## src/rtl/spi_rx_pkg.sv

```systemverilog
// spi_rx_pkg: shared types and FIFO entry layout for the SPI receive slave
// Entry layout, LSB first: data[WORD_BITS], ch[CH_W], sof, eof, frag
package spi_rx_pkg;
   typedef enum logic {S_IDLE, S_RX} state_t;
   function automatic int ch_w(input int n);
      return (n > 1) ? $clog2(n) : 1;
   endfunction
   function automatic int off_ch(input int wb);
      return wb;
   endfunction
   function automatic int off_sof(input int wb, input int cw);
      return wb + cw;
   endfunction
   function automatic int off_eof(input int wb, input int cw);
      return wb + cw + 1;
   endfunction
   function automatic int off_frag(input int wb, input int cw);
      return wb + cw + 2;
   endfunction
   function automatic int entry_w(input int wb, input int cw);
      return wb + cw + 3;
   endfunction
endpackage

```

## src/rtl/spi_rx_slave_mc_if.sv

```systemverilog
// spi_rx_slave_mc_if: received-word stream plus overrun status/clear
// master drives valid/data/tags/overrun, slave drives out_ready and ovr_clr
interface spi_rx_slave_mc_if #(
   parameter int WORD_BITS = 24,
   parameter int CH_W = 1
);
   logic                 out_valid;
   logic                 out_ready;
   logic [WORD_BITS-1:0] out_data;
   logic [CH_W-1:0]      out_ch;
   logic                 out_sof;
   logic                 out_eof;
   logic                 out_frag;
   logic                 overrun;
   logic                 ovr_clr;
   modport master (
      output out_valid, out_data, out_ch, out_sof, out_eof, out_frag, overrun,
      input  out_ready, ovr_clr
   );
   modport slave (
      input  out_valid, out_data, out_ch, out_sof, out_eof, out_frag, overrun,
      output out_ready, ovr_clr
   );
endinterface

```

## src/rtl/sync_fifo.sv

```systemverilog
// sync_fifo: first-word-fall-through FIFO; a push while full is taken only if a pop happens too
// Ports: clk/rst, i_push/i_data write side, i_pop/o_data read side, o_empty/o_full flags
module sync_fifo #(
   parameter int WIDTH = 8,
   parameter int DEPTH = 4
) (
   input  logic             clk,
   input  logic             rst,
   input  logic             i_push,
   input  logic [WIDTH-1:0] i_data,
   input  logic             i_pop,
   output logic [WIDTH-1:0] o_data,
   output logic             o_empty,
   output logic             o_full
);
   localparam int AW = $clog2(DEPTH);
   logic [WIDTH-1:0] r_mem [DEPTH];
   logic [AW-1:0]    r_wr, r_rd;
   logic [AW:0]      r_cnt;
   logic             w_pop, w_push;
   assign o_empty = r_cnt == '0;
   assign o_full  = r_cnt == (AW+1)'(DEPTH);
   assign w_pop   = i_pop & ~o_empty;
   assign w_push  = i_push & (~o_full | w_pop);
   // Empty head reads as zero so the stream fields are 0 when nothing is valid
   assign o_data  = o_empty ? '0 : r_mem[r_rd];
   always_ff @(posedge clk) begin
      if (w_push) r_mem[r_wr] <= i_data;
   end
   always_ff @(posedge clk) begin
      if (rst) begin
         r_wr  <= '0;
         r_rd  <= '0;
         r_cnt <= '0;
      end else begin
         r_wr  <= r_wr + AW'(w_push);
         r_rd  <= r_rd + AW'(w_pop);
         r_cnt <= r_cnt + (AW+1)'(w_push) - (AW+1)'(w_pop);
      end
   end
endmodule

```

## src/rtl/spi_rx_slave_mc.sv

```systemverilog
// spi_rx_slave_mc: multi-channel SPI mode-0 receive-only slave, words tagged with channel/frame position
// Ports: CLOCK_50/reset, asynchronous sck/mosi/ssel_n pins, bus = output stream with overrun flag/clear
module spi_rx_slave_mc
   import spi_rx_pkg::*;
#(
   parameter int NUM_CH = 2,
   parameter int WORD_BITS = 24,
   parameter int FIFO_DEPTH = 4
) (
   input  logic              CLOCK_50,
   input  logic              reset,
   input  logic              sck,
   input  logic              mosi,
   input  logic [NUM_CH-1:0] ssel_n,
   spi_rx_slave_mc_if.master bus
);
   localparam int CH_W   = ch_w(NUM_CH);
   localparam int CNT_W  = $clog2(WORD_BITS + 1);
   localparam int EW     = entry_w(WORD_BITS, CH_W);
   localparam int O_CH   = off_ch(WORD_BITS);
   localparam int O_SOF  = off_sof(WORD_BITS, CH_W);
   localparam int O_EOF  = off_eof(WORD_BITS, CH_W);
   localparam int O_FRAG = off_frag(WORD_BITS, CH_W);
   logic [2:0]              r_sck_s;
   logic [1:0]              r_mosi_s;
   logic [2:0][NUM_CH-1:0]  r_ss_s;
   logic [1:0]              r_rdy;
   logic [NUM_CH-1:0]       r_armed, w_fall, w_rise;
   state_t                  r_state, w_state_n;
   logic [CH_W-1:0]         r_ch, w_ch_n, w_sel;
   logic [CNT_W-1:0]        r_cnt, w_cnt_n;
   logic [WORD_BITS-1:0]    r_shift, w_shift_n;
   logic                    r_first, w_first_n, r_eof_pend, w_eof_pend_n;
   logic                    r_push, w_push, r_ovr;
   logic                    w_sck_rise, w_desel, w_full, w_empty, w_pop;
   logic [EW-1:0]           r_entry, w_entry, w_head;
   assign w_sck_rise = r_sck_s[1] & ~r_sck_s[2];
   assign w_fall     = ~r_ss_s[1] & r_ss_s[2] & r_armed;
   assign w_rise     = r_ss_s[1] & ~r_ss_s[2];
   assign w_desel    = w_rise[r_ch];
   assign w_pop      = ~w_empty & bus.out_ready;
   always_comb begin
      w_sel = '0;
      for (int i = NUM_CH - 1; i >= 0; i--) if (w_fall[i]) w_sel = CH_W'(i);
   end
   always_comb begin
      w_state_n    = r_state;
      w_ch_n       = r_ch;
      w_cnt_n      = r_cnt;
      w_shift_n    = r_shift;
      w_first_n    = r_first;
      w_eof_pend_n = 1'b0;
      w_push       = 1'b0;
      w_entry      = '0;
      // Deferred EOF only ever lands in the first IDLE cycle, where no word can complete
      if (r_eof_pend) begin
         w_push               = 1'b1;
         w_entry[O_CH+:CH_W]  = r_ch;
         w_entry[O_EOF]       = 1'b1;
      end
      if (r_state == S_IDLE) begin
         if (|w_fall) begin
            w_state_n = S_RX;
            w_ch_n    = w_sel;
            w_cnt_n   = '0;
            w_first_n = 1'b1;
         end
      end else begin
         if (w_sck_rise) begin
            w_shift_n = {r_shift[WORD_BITS-2:0], r_mosi_s[1]};
            w_cnt_n   = r_cnt + CNT_W'(1);
            if (w_cnt_n == CNT_W'(WORD_BITS)) begin
               w_push                     = 1'b1;
               w_entry[WORD_BITS-1:0]     = w_shift_n;
               w_entry[O_CH+:CH_W]        = r_ch;
               w_entry[O_SOF]             = r_first;
               w_cnt_n                    = '0;
               w_first_n                  = 1'b0;
            end
         end
         if (w_desel) begin
            w_state_n = S_IDLE;
            if (w_push) w_eof_pend_n = 1'b1;
            else begin
               w_push               = 1'b1;
               w_entry[O_CH+:CH_W]  = r_ch;
               w_entry[O_EOF]       = 1'b1;
               w_entry[O_FRAG]      = w_cnt_n != '0;
            end
         end
      end
   end
   always_ff @(posedge CLOCK_50) begin
      if (reset) begin
         r_sck_s    <= '0;
         r_mosi_s   <= '0;
         r_ss_s     <= '1;
         r_rdy      <= '0;
         r_armed    <= '0;
         r_state    <= S_IDLE;
         r_ch       <= '0;
         r_cnt      <= '0;
         r_shift    <= '0;
         r_first    <= 1'b0;
         r_eof_pend <= 1'b0;
         r_push     <= 1'b0;
         r_entry    <= '0;
         r_ovr      <= 1'b0;
      end else begin
         r_sck_s    <= {r_sck_s[1:0], sck};
         r_mosi_s   <= {r_mosi_s[0], mosi};
         r_ss_s     <= {r_ss_s[1:0], ssel_n};
         // Arming waits until the synchroniser holds a real pin sample, not its reset value
         r_rdy      <= {r_rdy[0], 1'b1};
         r_armed    <= r_armed | ({NUM_CH{r_rdy[1]}} & r_ss_s[1]);
         r_state    <= w_state_n;
         r_ch       <= w_ch_n;
         r_cnt      <= w_cnt_n;
         r_shift    <= w_shift_n;
         r_first    <= w_first_n;
         r_eof_pend <= w_eof_pend_n;
         r_push     <= w_push;
         r_entry    <= w_entry;
         r_ovr      <= (r_push & w_full & ~w_pop) | (r_ovr & ~bus.ovr_clr);
      end
   end
   sync_fifo #(.WIDTH(EW), .DEPTH(FIFO_DEPTH)) u_fifo (
      .clk     (CLOCK_50),
      .rst     (reset),
      .i_push  (r_push),
      .i_data  (r_entry),
      .i_pop   (w_pop),
      .o_data  (w_head),
      .o_empty (w_empty),
      .o_full  (w_full)
   );
   assign bus.out_valid = ~w_empty;
   assign bus.out_data  = w_head[WORD_BITS-1:0];
   assign bus.out_ch    = w_head[O_CH+:CH_W];
   assign bus.out_sof   = w_head[O_SOF];
   assign bus.out_eof   = w_head[O_EOF];
   assign bus.out_frag  = w_head[O_FRAG];
   assign bus.overrun   = r_ovr;
endmodule

```

## src/flat_wrapper.sv

```systemverilog
// flat-port wrapper written by rule: the top's interface ports become plain ports
module spi_rx_slave_mc_flat import spi_rx_pkg::*;
#(
   parameter int NUM_CH = 2,
   parameter int WORD_BITS = 24,
   parameter int FIFO_DEPTH = 4
)
  (CLOCK_50, reset, sck, mosi, ssel_n, bus_out_valid, bus_out_data, bus_out_ch, bus_out_sof, bus_out_eof, bus_out_frag, bus_overrun, bus_out_ready, bus_ovr_clr);
  spi_rx_slave_mc_if #(.WORD_BITS(WORD_BITS), .CH_W(1)) bus_i ();
  input  logic CLOCK_50;
  input  logic reset;
  input  logic sck;
  input  logic mosi;
  input  logic [NUM_CH-1:0] ssel_n;
  output wire logic [$bits(bus_i.out_valid)-1:0] bus_out_valid;
  output wire logic [$bits(bus_i.out_data)-1:0] bus_out_data;
  output wire logic [$bits(bus_i.out_ch)-1:0] bus_out_ch;
  output wire logic [$bits(bus_i.out_sof)-1:0] bus_out_sof;
  output wire logic [$bits(bus_i.out_eof)-1:0] bus_out_eof;
  output wire logic [$bits(bus_i.out_frag)-1:0] bus_out_frag;
  output wire logic [$bits(bus_i.overrun)-1:0] bus_overrun;
  input wire logic [$bits(bus_i.out_ready)-1:0] bus_out_ready;
  input wire logic [$bits(bus_i.ovr_clr)-1:0] bus_ovr_clr;
  assign bus_out_valid = bus_i.out_valid;
  assign bus_out_data = bus_i.out_data;
  assign bus_out_ch = bus_i.out_ch;
  assign bus_out_sof = bus_i.out_sof;
  assign bus_out_eof = bus_i.out_eof;
  assign bus_out_frag = bus_i.out_frag;
  assign bus_overrun = bus_i.overrun;
  assign bus_i.out_ready = bus_out_ready;
  assign bus_i.ovr_clr = bus_ovr_clr;
  spi_rx_slave_mc #(.NUM_CH(NUM_CH), .WORD_BITS(WORD_BITS), .FIFO_DEPTH(FIFO_DEPTH)) u_core (.CLOCK_50(CLOCK_50), .reset(reset), .sck(sck), .mosi(mosi), .ssel_n(ssel_n), .bus(bus_i));
endmodule
```

## config.mk

```make
export PLATFORM = sky130hd
export DESIGN_NAME = spi_rx_slave_mc_flat
export DESIGN_NICKNAME = d
export VERILOG_FILES = /design/src/rtl/spi_rx_pkg.sv /design/src/rtl/spi_rx_slave_mc_if.sv /design/src/rtl/sync_fifo.sv /design/src/rtl/spi_rx_slave_mc.sv /design/src/flat_wrapper.sv
export SDC_FILE = /design/constraint.sdc
export NUM_CORES = 1
export LEC_CHECK = 0
export BUFFER_PORTS_ARGS = -buffer_cell sky130_fd_sc_hd__buf_2
export CORE_MARGIN = 5
export CORE_UTILIZATION = 45
export CTS_BUF_LIST = sky130_fd_sc_hd__clkbuf_8 sky130_fd_sc_hd__clkbuf_16
export CTS_CLUSTER_SIZE = 30
export DETAILED_ROUTE_END_ITERATION = 8
export GPL_TIMING_DRIVEN = 0
export PLACE_DENSITY = 0.71
export RECOVER_POWER = 100
export SYNTH_ARGS = -nofsm -noshare
export SYNTH_HDL_FRONTEND = slang
export SYNTH_SLANG_ARGS = --single-unit
```

## constraint.sdc

```tcl
create_clock -name CLOCK_50 -period 4.5 [get_ports CLOCK_50]
set_clock_uncertainty 0.1 [all_clocks]
set_input_delay 0.675 -clock CLOCK_50 [delete_from_list [all_inputs] [get_ports CLOCK_50]]
set_output_delay 0.675 -clock CLOCK_50 [all_outputs]
set_load 0.01 [all_outputs]
```

==> results.ini, run 1 <==
[run_status]
outcome=finished with violations
violations=capacitance limit, slew limit

[worst_hold_path]
holdCritPathClass=reg2reg

[clock_tree]
clock_latency_ns=0.43
ctsHoldBuffers=0
cts_root_buffer=clkbuf_16
htreeDepth=4
path_clk_slew_ns=0.07
clk_path_buf_depth=2
post_cts_buffers=0
cts_resized=0
cts_inserted_buffers=17
cts_tree=done
cts.sink_count=196

[worst_setup_path]
path_common_cell=clkbuf_1
r2r_slack_ns=1.33
critPathCaptureType=output pin
crit_path_max_incr_delay_ns=0.72
crit_path_cell_trace=buf_4 -> clkbuf_1 -> mux4_2 -> nor2b_1 -> clkbuf_1
cp_data_arrival_time_ns=2.65
critPathRequiredTime_ns=3.72
cp_slowest_cell=clkbuf_1
worstPathMaxFanout=10
path_class=reg2out
worstSetupStartpointType=register

[synth]
synthTopCellsByArea=edfxtp_1 47%, dfxtp_1 23%, mux4_2 8.7%
synth-edff-count=112
async_reset_ff_frac=0
synth.avg_cell_area_um2=14.7
netlist_instances=491
ys_seq_elements=196
synth_top_family_by_area=simple AND/OR/NAND/NOR gates
synth_commonest_cells=112 x edfxtp_1, 84 x dfxtp_1, 54 x nand2_1
yosysMostFrequentCell=edfxtp_1
syn-num-nets=505
synth_warnings=0
seq_area_frac_synth=0.699
mappedNetlistArea_um2=7220
dominantRegCellSynth=edfxtp_1
synth-xor-area-share=0.00606
synth_fa_ha_area_frac=0.0114
synth_top_area_frac=0.466
synth_cell_type_count=49
synth_compound_area_frac=0.0461
yosysTopAreaCell=edfxtp_1
synth-simple-area-share=0.124
yosys-mux-area-fraction=0.0908

[global_route]
gr-total-overflow=0
antenna_found_initial=0
grt_max_degree=29
grtUsageTotal=0.145
grt_pass1_wl_um=20300
grt_pass1_vias=4052

[floorplan]
fp.dieArea_um2=18700
rows=46
die_h_um=137
die_w_um=137
pin_count=38
initial_utilization=0.456
core_um2=15800

[timing]
timing.final.crit_share=0.762
hold_viol_final=0
final-setup-viol-count=0
worst_pin_slew_ns=1.54
slew-limit-headroom=-0.0238
rsz0062_at_grt=no
post-route-min-period_ns=3.43
final.setup.tns_ns=0
slew_violations=29
max_freq_ghz=0.292

[routing]
first_pass_iters=5
wire_per_inst_um=15.9
vias_per_cell=5.00
route.detailed.drc=0
vias=3905
ant_nets=0
wirelength_um=12400
first_iter_violations=153

[run]
cap_violations=1

[final_layout]
n_antenna_cell=0
final_net_count=566
area_delta_synth_final_pct=14.2
drive_above_1_share=0.147

[placement]
place_hpwl_um=8430
io_buffers=37
gp_congestion=0.845

[pwr]
powerDensity_nw_per_um2=493
power_mw=4.07
vdd_drop_max_mv=0.230
p_leak_nw=2.79

## registers in the layout, indices dropped and copies added, names as in the netlist, 3 cells and up
signal,flops
u_core.r_cnt,5
u_core.r_shift,23
u_core.u_fifo.r_mem,112
u_core.r_ss_s,6
u_core.r_entry,28
u_core.u_fifo.r_cnt,3
u_core.r_sck_s,3
## power by group
group / internal (mW) / switching (mW)
Sequential: 1.90 / 0.0159
Combinational: 0.253 / 0.319
Clock: 0.935 / 0.650
Total: 3.09 / 0.985
## worst max-delay path, delay by kind of cell, from the launching register on
family | cells | cell delay [ns]
buf+inv | 3 | 1.11
flops | 1 | 0.34
simple gates | 1 | 0.18
mux | 1 | 0.59
## cells in the final DEF, fill, tap and decap left out, drive strengths merged, types with 2 or more instances in the layout
cell type / synthesis / routed
inv: 11 / 17
dfxtp: 84 / 84
edfxtp: 112 / 112
a41oi: 2 / 2
a21oi: 33 / 33
nand2: 56 / 56
mux4: 28 / 28
a211oi: 2 / 2
nor3: 6 / 6
and2: 28 / 28
nor2b: 43 / 43
and3: 2 / 2
or2: 6 / 6
nor2: 16 / 16
ha: 5 / 5
a22oi: 2 / 2
buf: 11 / 11
xnor2: 5 / 5
o21ai: 6 / 6
and3b: 2 / 2
clkbuf: 12 / 77
and2b: 2 / 2
a21o: 2 / 2
## path summary, 6_finish.rpt
kind,start,to,cells past startpoint
min,u_core.r_ss_s[1],u_core.r_ss_s[3],1
min reg2reg,u_core.r_ss_s[1],u_core.r_ss_s[3],1
max reg2reg,u_core.u_fifo.r_cnt[1],u_core.u_fifo.r_mem[1][18],6
max,u_core.u_fifo.r_rd[0],bus_out_sof,5
## logic make-up (layout without fill, tap and decap cells)
group	count (synthesis)	after routing
compound gates	55	55
xor+xnor	5	5
fa+ha+maj	6	6
buf+inv	34	108
flops	196	196
mux	30	30
simple gates	165	165
## final cells by class
class | instances | area [um^2]
repair buffers | 42 | 169
flip-flops and latches | 196 | 5040
plain buffers | 23 | 91.3
multi-input cells | 261 | 1980
well taps | 216 | 270
clock buffers | 23 | 553
clock inverters | 9 | 93.8
inverters | 11 | 41.3
fillers | 1312 | 7580
## metal layers
layer | track usage | share of wire | vias to the layer above
li1 | - | - | 1879
met1 | 0.171 | 0.42 | 1946
met2 | 0.257 | 0.53 | 60
met3 | 0.0338 | 0.035 | 20
met4 | 0.0577 | 0.017 | 0
met5 | 0 | 0 | -
## per-stage QoR
stage | utilization | worst slack, ns | area [um^2] | hold slack [ns] | instances
floorplan | - | 1.12 | 7220 | 0.289 | 491
global placement | 0.485 | -0.606 | 7680 | 0.294 | 744
detailed placement | 0.492 | 1.41 | 7790 | 0.293 | 749
CTS | 0.533 | 1.39 | 8430 | 0.309 | 781
global route | 0.521 | 0.824 | 8250 | 0.321 | 781
finish | 0.521 | 1.07 | 8250 | 0.312 | 781
No activity file was read; power rests on OpenSTA's default activity.
==> run 2: changes to the inputs <==
- clock period: 4.5 -> 3.57 ns (I/O delays scaled with it)
==> results.ini, run 2 (synthesis results as in run 1) <==
[run_status]
outcome=finished with violations
violations=capacitance limit, slew limit

[final_layout]
n_antenna_cell=0  ; unchanged
multiInputGateArea_um2=1980  ; unchanged
final_common_cell=edfxtp_1
n_fill_cell=1313  ; +0.076%
instances_no_fill=781  ; unchanged
seqCellArea_um2=5040  ; unchanged
drive_above_1_share=0.150  ; +0.00354
finalInstanceArea_um2=8250  ; unchanged
final_net_count=566  ; unchanged
area_delta_synth_final_pct=14.2  ; unchanged
largest_reg_flops=112  ; unchanged
final_cell_mix=112 x edfxtp_1, 84 x dfxtp_1, 54 x nand2_1
fin_util=0.521  ; unchanged
top_register=u_core.u_fifo.r_mem
top_regs=u_core.u_fifo.r_mem (112), u_core.r_entry (28), u_core.r_shift (23)

[worst_setup_path]
crit_path_max_incr_delay_ns=1.05  ; +0.33 ns
crit_path_cell_trace=nor4b_1 -> nand2b_1 -> inv_1 -> nand2_1 -> nor2_1 -> clkbuf_1
worstPathMaxFanout=15  ; +5
critPathCaptureType=register
path_class=reg2reg
cp_data_arrival_time_ns=3.13  ; +0.48 ns
cp_slowest_cell=nor2_1
worstSetupStartpointType=register
path_buf_inv=2  ; -1
critPathRequiredTime_ns=3.52  ; -0.20 ns
crit_family=simple AND/OR/NAND/NOR gates

[global_route]
antenna_found_initial=0  ; unchanged
grt_max_degree=29  ; unchanged
gr-total-overflow=0  ; unchanged
grt_pass1_wl_um=20300  ; unchanged
grtUsageTotal=0.145  ; unchanged
grt_pass1_vias=4052  ; unchanged

[clock_tree]
ctsHoldBuffers=0  ; unchanged
post_cts_buffers=0  ; unchanged
cts_inserted_buffers=17  ; unchanged
clk_path_buf_depth=2  ; unchanged
cts.sink_count=196  ; unchanged
cts_tree=done
cts_resized=0  ; unchanged
path_clk_slew_ns=0.07  ; about the same
clock_latency_ns=0.43  ; about the same
cts_root_buffer=clkbuf_16
htreeDepth=4  ; unchanged

[timing]
final-setup-viol-count=0  ; unchanged
rsz0062_at_grt=no
layout_setup_ws_ns=0.392  ; -0.682 ns
worst_pin_slew_ns=1.55  ; +0.00930 ns
max_freq_ghz=0.315
slew_violations=29  ; unchanged
timing.hold.ws_ns=0.189  ; -0.123 ns
timing.final.crit_share=0.890
slew-limit-headroom=-0.0300  ; -0.00620
hold_viol_final=0  ; unchanged
post-route-min-period_ns=3.18

[routing]
first_pass_iters=4  ; -1
first_iter_violations=159  ; +3.9%
vias_per_cell=4.98  ; -0.31%
route.detailed.drc=0  ; unchanged
ant_nets=0  ; unchanged
wire_per_inst_um=15.9  ; about the same
vias=3893  ; -0.31%
wirelength_um=12400  ; about the same

[run]
cap_violations=1  ; unchanged

[floorplan]
pin_count=38  ; unchanged
initial_utilization=0.456  ; unchanged
die_h_um=137  ; unchanged
core_um2=15800  ; unchanged
rows=46  ; unchanged
fp.dieArea_um2=18700  ; unchanged
die_w_um=137  ; unchanged

[pwr]
vdd_drop_max_mv=0.290  ; +26%
p_leak_nw=2.79  ; about the same
powerDensity_nw_per_um2=623  ; +26%

[placement]
gp_congestion=0.845  ; unchanged
place_hpwl_um=8430  ; unchanged
io_buffers=37  ; unchanged
placed_cells=749  ; unchanged
place_area_um2=7790  ; unchanged
dp_slack_ns=0.478  ; -0.930 ns

[worst_hold_path]
holdCritPathClass=in2reg

## run 2: cell count changes in the layout (fill, tap and decap cells not counted)
cell / change
clkbuf_1: -2
and2_1: -1
buf_4: -1
and2_0: +1
clkbuf_2: +3
## run 2: final cells by class
class	instances	area share
clock buffer	23	0.0671
multi-input combinational	261	0.241
inverter	11	0.00501
tap	216	0.0328
buffer	23	0.0111
sequential	196	0.612
timing repair buffer	42	0.0205
clock inverter	9	0.0114
## run 2: routing by layer
layer	global-route usage	vias to the layer above	share of wire
li1	-	1879	-
met3	0.0338	18	0.032
met5	0	-	0
met1	0.171	1942	0.42
met2	0.257	54	0.53
met4	0.0577	0	0.016
## run 2: where the power goes
part,switching [mW],internal [mW]
sequential,0.0199,2.39
clock,0.816,1.18
combinational,0.411,0.324
## run 2: final timing paths
path	cells after the start	slack, ns	startpoint	to
max	6	0.39	u_core.u_fifo.r_cnt[1]	u_core.u_fifo.r_mem[1][18]
min	2	0.19	ssel_n[1]	u_core.r_ss_s[1]
max reg2reg	6	0.39	u_core.u_fifo.r_cnt[1]	u_core.u_fifo.r_mem[1][18]
min reg2reg	1	0.31	u_core.r_ss_s[1]	u_core.r_ss_s[3]
## run 2: metrics by stage
stage	power (mW)	setup TNS [ns]
floorplan	3.01	0
global placement	3.25	-47.42
detailed placement	3.26	0
CTS	5.24	0
global route	5.37	0
finish	5.14	0
